`src/rtl/sobel_frame_ctrl.sv`:
```
// Frame sequencer for the horizontal R-nibble edge filter: raster read, 2-stage compare, edge-map write.
// Optional feature macro: SOBEL_EDGE_COUNT_EN adds the edge_count output (white pixels in the current/last frame).
module sobel_frame_ctrl #(
   parameter int H_RES  = 640,
   parameter int V_RES  = 480,
   parameter int ADDR_W = 19,
   parameter int PIX_W  = 24,
   parameter int THR_W  = 4
) (
   input  logic              clk,
   input  logic              rst,
   input  logic              start,
   input  logic [THR_W-1:0]  threshold,
   input  logic              hold,
   output logic              rd_en,
   output logic [ADDR_W-1:0] rd_addr,
   input  logic [PIX_W-1:0]  rd_data,
   output logic              wr_en,
   output logic [ADDR_W-1:0] wr_addr,
   output logic [PIX_W-1:0]  wr_data,
   output logic              busy,
   output logic              done
`ifdef SOBEL_EDGE_COUNT_EN
   ,
   output logic [ADDR_W:0]   edge_count
`endif
);

   localparam int COL_W = (H_RES > 1) ? $clog2(H_RES) : 1;
   localparam logic [COL_W-1:0]  COL_LAST  = COL_W'(H_RES - 1);
   localparam logic [ADDR_W-1:0] ADDR_LAST = ADDR_W'(H_RES * V_RES - 1);

   typedef enum logic [1:0] {IDLE, RUN, DRAIN, DONE} state_t;

   state_t            state_reg;
   logic [COL_W-1:0]  col_reg;
   logic [ADDR_W-1:0] addr_reg;
   logic [THR_W-1:0]  thr_lat_reg;
   logic              rd_col0_reg;
   logic              s1_valid_reg;
   logic              s1_col0_reg;
   logic [ADDR_W-1:0] s1_addr_reg;
   logic [3:0]        prev_reg;

   logic              issue_go;
   logic [COL_W-1:0]  base_col;
   logic [ADDR_W-1:0] base_addr;
   logic [3:0]        cur_nib;
   logic [3:0]        ref_nib;
   logic [3:0]        diff;
   logic              is_edge;
   logic              unused_bits;

   assign unused_bits = ^rd_data[PIX_W-5:0];

   // The first read is issued on the same edge that accepts start, so IDLE scans from address 0.
   always_comb begin
      issue_go  = !hold && ((state_reg == IDLE && start) || state_reg == RUN);
      base_col  = (state_reg == RUN) ? col_reg  : '0;
      base_addr = (state_reg == RUN) ? addr_reg : '0;
      cur_nib   = rd_data[PIX_W-1 -: 4];
      ref_nib   = s1_col0_reg ? cur_nib : prev_reg;
      diff      = (cur_nib >= ref_nib) ? (cur_nib - ref_nib) : (ref_nib - cur_nib);
      is_edge   = (int'(diff) >= int'(thr_lat_reg));
   end

   always_ff @(posedge clk or negedge rst) begin
      if (!rst) begin
         state_reg    <= IDLE;
         col_reg      <= '0;
         addr_reg     <= '0;
         thr_lat_reg  <= '0;
         rd_col0_reg  <= 1'b0;
         s1_valid_reg <= 1'b0;
         s1_col0_reg  <= 1'b0;
         s1_addr_reg  <= '0;
         prev_reg     <= '0;
         rd_en        <= 1'b0;
         rd_addr      <= '0;
         wr_en        <= 1'b0;
         wr_addr      <= '0;
         wr_data      <= '0;
         busy         <= 1'b0;
         done         <= 1'b0;
      end else begin
         if (issue_go) begin
            rd_en       <= 1'b1;
            rd_addr     <= base_addr;
            rd_col0_reg <= (base_col == '0);
            col_reg     <= (base_col == COL_LAST) ? '0 : base_col + COL_W'(1);
            addr_reg    <= base_addr + ADDR_W'(1);
         end else begin
            rd_en <= 1'b0;
            if (state_reg == IDLE) begin
               col_reg  <= '0;
               addr_reg <= '0;
            end
         end

         // Valid/column-0 flags ride alongside each pixel; hold bubbles never touch prev.
         s1_valid_reg <= rd_en;
         s1_addr_reg  <= rd_addr;
         s1_col0_reg  <= rd_col0_reg;
         wr_en        <= s1_valid_reg;
         wr_addr      <= s1_addr_reg;
         wr_data      <= (s1_valid_reg && is_edge) ? '1 : '0;
         if (s1_valid_reg)
            prev_reg <= cur_nib;

         case (state_reg)
            IDLE: begin
               if (start) begin
                  state_reg   <= RUN;
                  busy        <= 1'b1;
                  thr_lat_reg <= threshold;
               end
            end
            RUN: begin
               if (issue_go && base_addr == ADDR_LAST)
                  state_reg <= DRAIN;
            end
            DRAIN: begin
               // Last pixel is in S2 (being written) once S0/S1 are empty.
               if (!rd_en && !s1_valid_reg) begin
                  state_reg <= DONE;
                  done      <= 1'b1;
               end
            end
            DONE: begin
               state_reg <= IDLE;
               done      <= 1'b0;
               busy      <= 1'b0;
            end
            default: state_reg <= IDLE;
         endcase
      end
   end

`ifdef SOBEL_EDGE_COUNT_EN
   always_ff @(posedge clk or negedge rst) begin
      if (!rst)
         edge_count <= '0;
      else if (state_reg == IDLE && start)
         edge_count <= '0;
      else if (s1_valid_reg && is_edge && edge_count != '1)
         edge_count <= edge_count + (ADDR_W+1)'(1);
   end
`endif

endmodule
```
`config.mk`:
```
export PLATFORM = sky130hd
export DESIGN_NAME = sobel_frame_ctrl
export DESIGN_NICKNAME = d
export VERILOG_FILES = /design/src/rtl/sobel_frame_ctrl.sv
export SDC_FILE = /design/constraint.sdc
export NUM_CORES = 1
export LEC_CHECK = 0
export ABC_AREA = 0
export BUFFER_PORTS_ARGS = -buffer_cell sky130_fd_sc_hd__buf_2
export CAP_MARGIN = 20
export CORE_AREA = 2 2 92 94
export CTS_BUF_LIST = sky130_fd_sc_hd__clkbuf_4
export CTS_CLUSTER_SIZE = 16
export DETAILED_ROUTE_END_ITERATION = 8
export DIE_AREA = 0 0 94 96
export PLACE_DENSITY_LB_ADDON = 0.08
export RECOVER_POWER = 25
export SLEW_MARGIN = 0
export SYNTH_ARGS = -nofsm -noshare
export SYNTH_HDL_FRONTEND = slang
export SYNTH_SLANG_ARGS = --single-unit
```
`constraint.sdc`:
```
create_clock -name clk -period 6.4 [get_ports clk]
set_clock_uncertainty 0.2 [all_clocks]
set_input_delay 0.32 -clock clk [delete_from_list [all_inputs] [get_ports clk]]
set_output_delay 0.32 -clock clk [all_outputs]
set_load 0.03 [all_outputs]
```
Yosys cells after proc, flatten, opt, wreduce, memory -nomap -nowiden
Cells that the tools add are included.

operators by class
  multiplexer cells = 19
  reductions and logical operators = 18
  add/subtract/negate cells = 4
  order comparisons = 2
  equality and inequality tests = 8

operators by type and width
  operator                 count
  $mux W19                 3
  $mux W10                 4
  $mux W24                 1
  $add A19 B1 Y19 const B  1
  $eq A19 B19 Y1 const B   1
  $add A10 B1 Y10 const B  1
  $eq A10 B10 Y1 const B   1
  $logic_not A10 Y1        1
  $ge A4 B4 Y1             2
  $mux W4                  2
  $pmux W2 S4              1
  $sub A4 B4 Y4            2
  $mux W2                  3
  $reduce_and A2 Y1        3
  $reduce_bool A2 Y1       3
  $logic_and A1 B1 Y1      5
  $eq A2 B2 Y1 const B     2
  $ne A2 B2 Y1 const B     2
  $pmux W1 S2              2
  $logic_not A1 Y1         3
  $mux W1                  3
  $reduce_and A3 Y1        1
  $eq A2 B1 Y1 const B     1
  $logic_not A2 Y1         1
  other kinds (2)          2

storage, ports and cells
  register bits = 127
  bits of input ports = 32
  word-level logic and storage cells = 67
  output and inout bits = 66

Logic depth before layout (Yosys ltp)
Gate-level depths: netlist (run 1).

  word-level depth = 7
  depth in mapped cells = 13
  depth with buffers taken out = 12

Worst setup path after synthesis (run 1)
Ideal clock, no wire load.

  path type = reg-to-reg
  start point = register state_reg[1]
  end point = register state_reg[0]
  stages on the path, launching flop included = 12
  data required time = 6.080 ns
  path slack = 3.153 ns
  library setup time = 0.120 ns
  data arrival time = 2.928 ns
  clock period less this slack = 3.247 ns
  buffers on the path = 3
  cell sequence = dfrtp_1 > inv_1 > ha_1 > buf_2 > clkbuf_1 > clkbuf_1 > and2_1 > ha_1 > nand4_1 > or4_4 > or4_1 > and3_1

on the way
  elaborated cells between the ends (all ways) = 15
  those cells by class = eq/ne (7); mux (2); reduce/logical (6)

RTL lines
  what                                RTL line  text
  start, declared                     35        state_t state_reg;
  start signal, assigned              69        state_reg <= IDLE;
  start signal, assigned              113       state_reg <= RUN;
  start signal, assigned              120       state_reg <= DRAIN;
  $eq A2 B1 Y1                        60        base_addr = (state_reg == RUN) ? addr_reg : '0;
  $mux W19                            60
  net base_addr[1]                    47        logic [ADDR_W-1:0] base_addr;
  $eq A19 B19 Y1                      119       if (issue_go && base_addr == ADDR_LAST)
  $logic_and A1 B1 Y1                 119
  $ne A2 B1 Y1 (no source line)       --
  $reduce_and A3 Y1 (no source line)  --

The timed path passes the listed nets, and every way through them passes these cells.
A chain may end at the register's enable or synchronous reset.

Worst setup path in the final report (run 1)
  start point = register s1_col0_reg
  end point = register wr_data[22]

on the way
  longest elaborated chain between the ends = 6
  elaborated cells between the ends (all ways) = 8
  those cells by class = add/sub (2); order compare (2); mux (3); reduce/logical (1)

RTL lines
  what                                                  RTL line  text
  start, declared                                       41        logic s1_col0_reg;
  start signal, assigned                                103       s1_col0_reg <= rd_col0_reg;
  $mux W4 *                                             62        ref_nib = s1_col0_reg ? cur_nib : prev_reg;
  $sub A4 B4 Y4 / $ge A4 B4 Y1 (equally long branches)  63        diff = (cur_nib >= ref_nib) ? (cur_nib - ref_nib) : (ref_nib - cur_nib);
  $mux W4 *                                             63
  $ge A4 B4 Y1 *                                        64        is_edge = (int'(diff) >= int'(thr_lat_reg));
  $logic_and A1 B1 Y1 *                                 106       wr_data <= (s1_valid_reg && is_edge) ? '1 : '0;
  $mux W24 *                                            106
  end signal, assigned                                  106
  end, declared                                         20        output logic [PIX_W-1:0] wr_data,

Mark *: on every way between the ends. The rest lies on a longest branch, timed or not.

==> impl_metrics.tcl, run 1 <==
set metrics [dict create \
    worst_setup_path_end_kind "flop" \
    fin_tns_setup_ns 0 \
    slew_violations 31 \
    synth_edf_count 0 \
    cap_violations 1 \
    drc 0 \
    leakagePower_nw 2.75 \
    power_mw 1.79 \
    fmax_ghz 0.309 \
    clk_pin_slew_ns 0.17 \
    status "complete, but fails checks" \
    period_needed_ns 3.23 \
    cts_resized 0 \
    ios 98 \
    grt_usage 0.220 \
    area_delta_synth_final_pct 11.2 \
    synth_fp_nets 477 \
    first_global_vias 3131 \
    gp_congestion 0.835 \
    io_buffers 77 \
    hpwlAfterDp_um 6460 \
    cts_buffers 9 \
    syn_area_sq_um 4720 \
    finalSetupViolCount 0 \
    dr.pass1.iters 4 \
    place_inst 568 \
    synthDistinctLibCells 55 \
    stdcell_count 593 \
    drt-initial-drc-count 184 \
    grt_start_max_net_pins 76 \
    clk_path_buf_depth 2 \
    violations "max-capacitance violations, max-slew violations" \
    drive_gt1_frac 0.234 \
    cp.required_ns 6.60 \
    cts_root_buffer "clkbuf_4" \
    antenna_found_initial 0 \
    hold_ws_ns 0.0599 \
    synth_top_area_frac 0.551 \
    hold_class "in -> reg" \
    fin_crit_sh 0.505 \
    peakVddDrop_uv 138 \
    rsz0062_at_grt "no" \
    synth.area.top_cells "dfrtp_1 55%, ha_1 4.8%, buf_4 3.8%" \
    clk_latency_ns 0.48 \
    multi_input_area_sq_um 1770 \
    vias 3382 \
    arrival_ns 3.43 \
    yosysMostFrequentCell "dfrtp_1" \
    critPathMaxStageDelay_ns 0.50 \
    drt-wirelength-per-cell_um 15.8 \
    cts_tree "done" \
    cpMaxStageDelayCell "dfrtp_1" \
    max_slew.worst_pin.slew_ns 1.75 \
    start_util 0.586 \
    die_area_sq_um 9020 \
    fillers 662 \
    coreArea_sq_um 8050 \
    chipWidth_um 94 \
    path_cells "mux2i_1 > inv_1 > ha_1 > a21oi_1 > o21ai_0 > mux2_2 > ha_1 > a21boi_0 > o21ai_0 > a21oi_1" \
    cts_setup_buffers 0 \
    synth_top_cells_by_count "104 x dfrtp_1, 44 x nand2_1, 30 x o21ai_0" \
    cp-start-kind "flop" \
    hold_viol 0 \
    synth-seq-cells 104 \
    syn_inst 425 \
    yosysTopAreaCell "dfrtp_1" \
    grt_pass1_wl_um 15400 \
    synthFlopType "dfrtp_1" \
    clkSinkCount 104 \
    critPathKind "reg -> reg" \
    fin_nets 535 \
    syn_area_per_cell_sq_um 11.1 \
    yosys_warnings 0 \
    ys_seq_area_frac 0.551 \
    antenna_left 0 \
    grt_overflow 0 \
    cpLargestDelayFamily "compound AO/OA/AOI/OAI gates" \
    fp.dieH_um 96 \
    powerDensity_nw_per_um2 341 \
    slew_headroom -0.169 \
    synth-async-reset-ratio 1.00 \
    crit_buf_inv 1 \
    drt_wl_total_um 9390 \
    num_antenna_cells 0 \
    cts_max_level 3 \
    regArea_sq_um 2600 \
    rows 33 \
    viasPerCell 5.70 \
    worst-path-max-fanout 4 \
]
## final timing paths
kind / start / endpoint / slack (ns) / depth (start not counted)
hold reg to reg: s1_addr_reg[3]$_DFF_PN0_ / wr_addr[3]$_DFF_PN0_ / 0.16 / 0
setup reg to reg: s1_col0_reg$_DFF_PN0_ / wr_data[22]$_DFF_PN0_ / 3.17 / 10
max in group asynchronous: rst / addr_reg[8]$_DFFE_PN0P_ / 3.66 / 3
hold / removal: start / busy$_DFFE_PN0P_ / 0.06 / 4
setup / recovery: s1_col0_reg$_DFF_PN0_ / wr_data[22]$_DFF_PN0_ / 3.17 / 10
min in group asynchronous: rst / addr_reg[5]$_DFFE_PN0P_ / 0.65 / 2
## kinds of logic (layout without fill, tap and decap cells)
logic type | after synthesis | after routing | synth area share
adders and majority gates | 20 | 20 | 0.0562
buffers and inverters | 68 | 131 | 0.0740
AOI/OAI and AO/OA | 95 | 95 | 0.133
muxes | 21 | 21 | 0.0469
DFF | 104 | 104 | 0.551
xor gates and xnor gates | 2 | 2 | 0.00371
and+or+nand+nor | 115 | 115 | 0.135
## through the flow
| step | cell area [sq um] | util | worst slack, ns |
|---|---|---|---|
| CTS | 5250 | 0.653 | 3.17 |
| floorplan | 4720 | - | 3.15 |
| global placement | 5020 | 0.623 | 3.29 |
| detailed placement | 5020 | 0.623 | 3.19 |
| finish | 5250 | 0.652 | 3.17 |
| global route | 5250 | 0.652 | 2.91 |
## final cells by class
cell class              instances  area share
clock buffers                   9      0.0129
multi-input cells             253       0.337
well taps                     105      0.0250
inverters                      25      0.0179
clock inverters                 7      0.0153
repair buffers                 90      0.0960
flip-flops and latches        104       0.496
## worst min-delay path, stage by stage
cell and delay, ns:
buf_2 0.16, mux2i_1 0.09, nand2_1 0.06, o21ai_0 0.06
## placed cells by master, fill, tap and decap left out, drive strengths merged, types with 12 or more instances in the layout
master and instances:
o21ai 30, a21oi 14, a22o 18, buf 80
ha 18, nand2 44, mux2i 12, nand4 14
inv 29, dfrtp 104
## timing repair
item / CTS / global route
hold buffers: 9 / 0
endpoints found under the hold margin: 37 / 0
endpoints found under the setup margin: 0 / 0
## where the power goes
part / total [mW] / internal (mW) / switching (mW)
clock: 0.337 / 0.0945 / 0.242
combinational: 0.667 / 0.243 / 0.424
sequential: 0.789 / 0.731 / 0.0581
total: 1.79 / 1.07 / 0.724
## routing by layer
metal  up-vias  routed length (um)  GRT usage
li1       1612                   -          -
met1      1666                4330      0.294
met2        90                4510      0.360
met3        14                 414     0.0486
met4         0                 129     0.0749
met5         -                   0          0
Power figures use the tool's default switching activity.
==> run 2: changes to the inputs <==
Settings changed: CORE_AREA 2 2 92 94 to 2 2 100 102, DIE_AREA 0 0 94 96 to 0 0 102 104.
Clock period 6.4 ns to 2.7 ns, I/O delays scaled along.
==> run 2 against run 1 <==
The run still ends with max-capacitance violations, max-slew violations left; critical path depth grew 2; global-route usage decreased by 2.8 points; sequential power rose by 140%; worst setup slack worse by 3.1 ns; routed wire length is 5.0% higher; utilization is 7.4 points lower; largest cell class unchanged; highest routed layer unchanged.
==> impl_metrics.tcl, run 2 (synthesis gave the netlist of run 1 again) <==
set metrics [dict create \
    final_common_cell "dfrtp_1" \
    place_inst 609 \
    crit_top_cell "ha_1" \
    powerDensity_nw_per_um2 825 \
    arrival_ns 2.82 \
    ios 98 \
    clk_path_buf_depth 2 \
    fin_area_sq_um 5520 \
    status "complete, but fails checks" \
    drc 0 \
    fin_crit_sh 0.993 \
    worst_setup_path_end_kind "flop" \
    chipWidth_um 102 \
    antenna_found_initial 0 \
    fp.dieH_um 104 \
    regArea_sq_um 2600 \
    grt_usage 0.192 \
    rsz0062_at_grt "yes" \
    stdcell_count 645 \
    drt-wirelength-per-cell_um 15.3 \
    cp.required_ns 2.84 \
    grt_overflow 0 \
    worst-path-max-fanout 3 \
    viasPerCell 5.33 \
    drive_gt1_frac 0.283 \
    cpMaxStageDelayCell "dfrtp_2" \
    antenna_left 0 \
    hpwlAfterDp_um 6770 \
    power_mw 4.55 \
    grt_pass1_wl_um 16100 \
    start_util 0.494 \
    final_core_util 0.578 \
    final_cell_mix "103 x dfrtp_1, 76 x buf_2, 44 x nand2_1, 27 x o21ai_0, 21 x inv_1" \
    io_buffers 77 \
    top_layer "met4" \
    path_cells "mux2i_2 > inv_1 > ha_1 > inv_2 > fa_2 > a21oi_2 > o21ai_2 > mux2_2 > ha_1 > a21boi_1 > o21ai_1 > a21oi_1" \
    grt_start_max_net_pins 53 \
    area_delta_synth_final_pct 16.9 \
    wl_met1_um 4830 \
    vias 3435 \
    slew_violations 33 \
    cts_tree "done" \
    fillers 829 \
    critPathMaxStageDelay_ns 0.43 \
    clkSinkCount 104 \
    hold_class "reg -> reg" \
    peakVddDrop_uv 425 \
    drt_wl_total_um 9860 \
    period_needed_ns 2.68 \
    clk_pin_slew_ns 0.18 \
    met3_length_um 419 \
    violations "max-capacitance violations, max-slew violations" \
    dr.pass1.iters 5 \
    first_global_vias 3226 \
    cts_max_level 3 \
    fmax_ghz 0.373 \
    cts_root_buffer "clkbuf_4" \
    coreArea_sq_um 9550 \
    leakagePower_nw 2.84 \
    clk_latency_ns 0.45 \
    dpl_cell_area_sq_um 5180 \
    wl_met2_um 4510 \
    critPathKind "reg -> reg" \
    rows 36 \
    cap_violations 1 \
    gp_congestion 0.865 \
    max_slew.worst_pin.slew_ns 1.60 \
    slew_headroom -0.0666 \
    cp-start-kind "flop" \
    num_antenna_cells 0 \
    drt-initial-drc-count 170 \
    hold_ws_ns 0.152 \
    multi_input_area_sq_um 1830 \
    fin_nets 559 \
    finalSetupViolCount 0 \
    die_area_sq_um 10600 \
    cts_buffers 9 \
    hold_viol 0 \
]
[run 2: cell count changes in the layout (fill, tap and decap cells not counted), moves of 3 or more]
cell | previous run | this run
buf_4 | 4 | 20
dlygate4sd3_1 | 9 | 14
ha_1 | 18 | 15
inv_1 | 24 | 21
inv_2 | 1 | 4
mux2i_1 | 12 | 9
o21ai_0 | 30 | 27
[run 2: metrics by stage]
step | TNS [ns] | setup WS, ns
floorplan | -0.0149 | -0.0149
global placement | 0 | 0.0251
detailed placement | -0.0820 | -0.0820
CTS | 0 | 0.00119
global route | -0.107 | -0.107
finish | 0 | 0.0182
[run 2: area by class of cell]
type / count / share of cell area
clock buffer: 9 / 0.0122
inverter: 25 / 0.0170
tap: 133 / 0.0302
multi-input combinational: 253 / 0.331
sequential: 104 / 0.472
clock inverter: 7 / 0.0116
timing repair buffer: 114 / 0.126
[run 2: path summary, 6_finish.rpt]
path	from	end	slack, ns	cells after the start
worst max-delay path	s1_col0_reg$_DFF_PN0_	wr_data[22]$_DFF_PN0_	0.02	12
worst min-delay path	s1_addr_reg[7]$_DFF_PN0_	wr_addr[7]$_DFF_PN0_	0.15	0
worst max register to register	s1_col0_reg$_DFF_PN0_	wr_data[22]$_DFF_PN0_	0.02	12
worst min register to register	s1_addr_reg[7]$_DFF_PN0_	wr_addr[7]$_DFF_PN0_	0.15	0
max in group asynchronous	rst	s1_col0_reg$_DFF_PN0_	0.55	3
min in group asynchronous	rst	s1_addr_reg[8]$_DFF_PN0_	0.20	3
[run 2: where the power goes]
| part | internal (mW) | switching [mW] | total [mW] |
|---|---|---|---|
| clock | 0.211 | 0.545 | 0.756 |
| combinational | 0.802 | 1.11 | 1.91 |
| sequential | 1.73 | 0.152 | 1.89 |
[run 2: layer usage]
layer  GRT usage  vias to the layer above
li1            -                     1658
met1       0.279                     1666
met2       0.297                      101
met3      0.0376                       10
met4      0.0476                        0
met5           0                        -
[run 2: repair_timing]
action | in CTS | in global routing
resized for setup | 6 | 7
hold buffers | 15 | 0
setup buffers | 3 | 2
hold endpoints to repair | 121 | 0
setup endpoints to repair | 1 | 1
pin swaps | 2 | 6
cloned | 0 | 0
[run 2: critical path: cells and delay by family, from the launching register on]
kind                     cells  cell delay, ns
AO/OA/AOI/OAI                5            0.55
multiplexers                 2            0.60
buffers and inverters        2            0.14
flip-flops                   1            0.43
adder cells (fa/ha/maj)      3            0.66
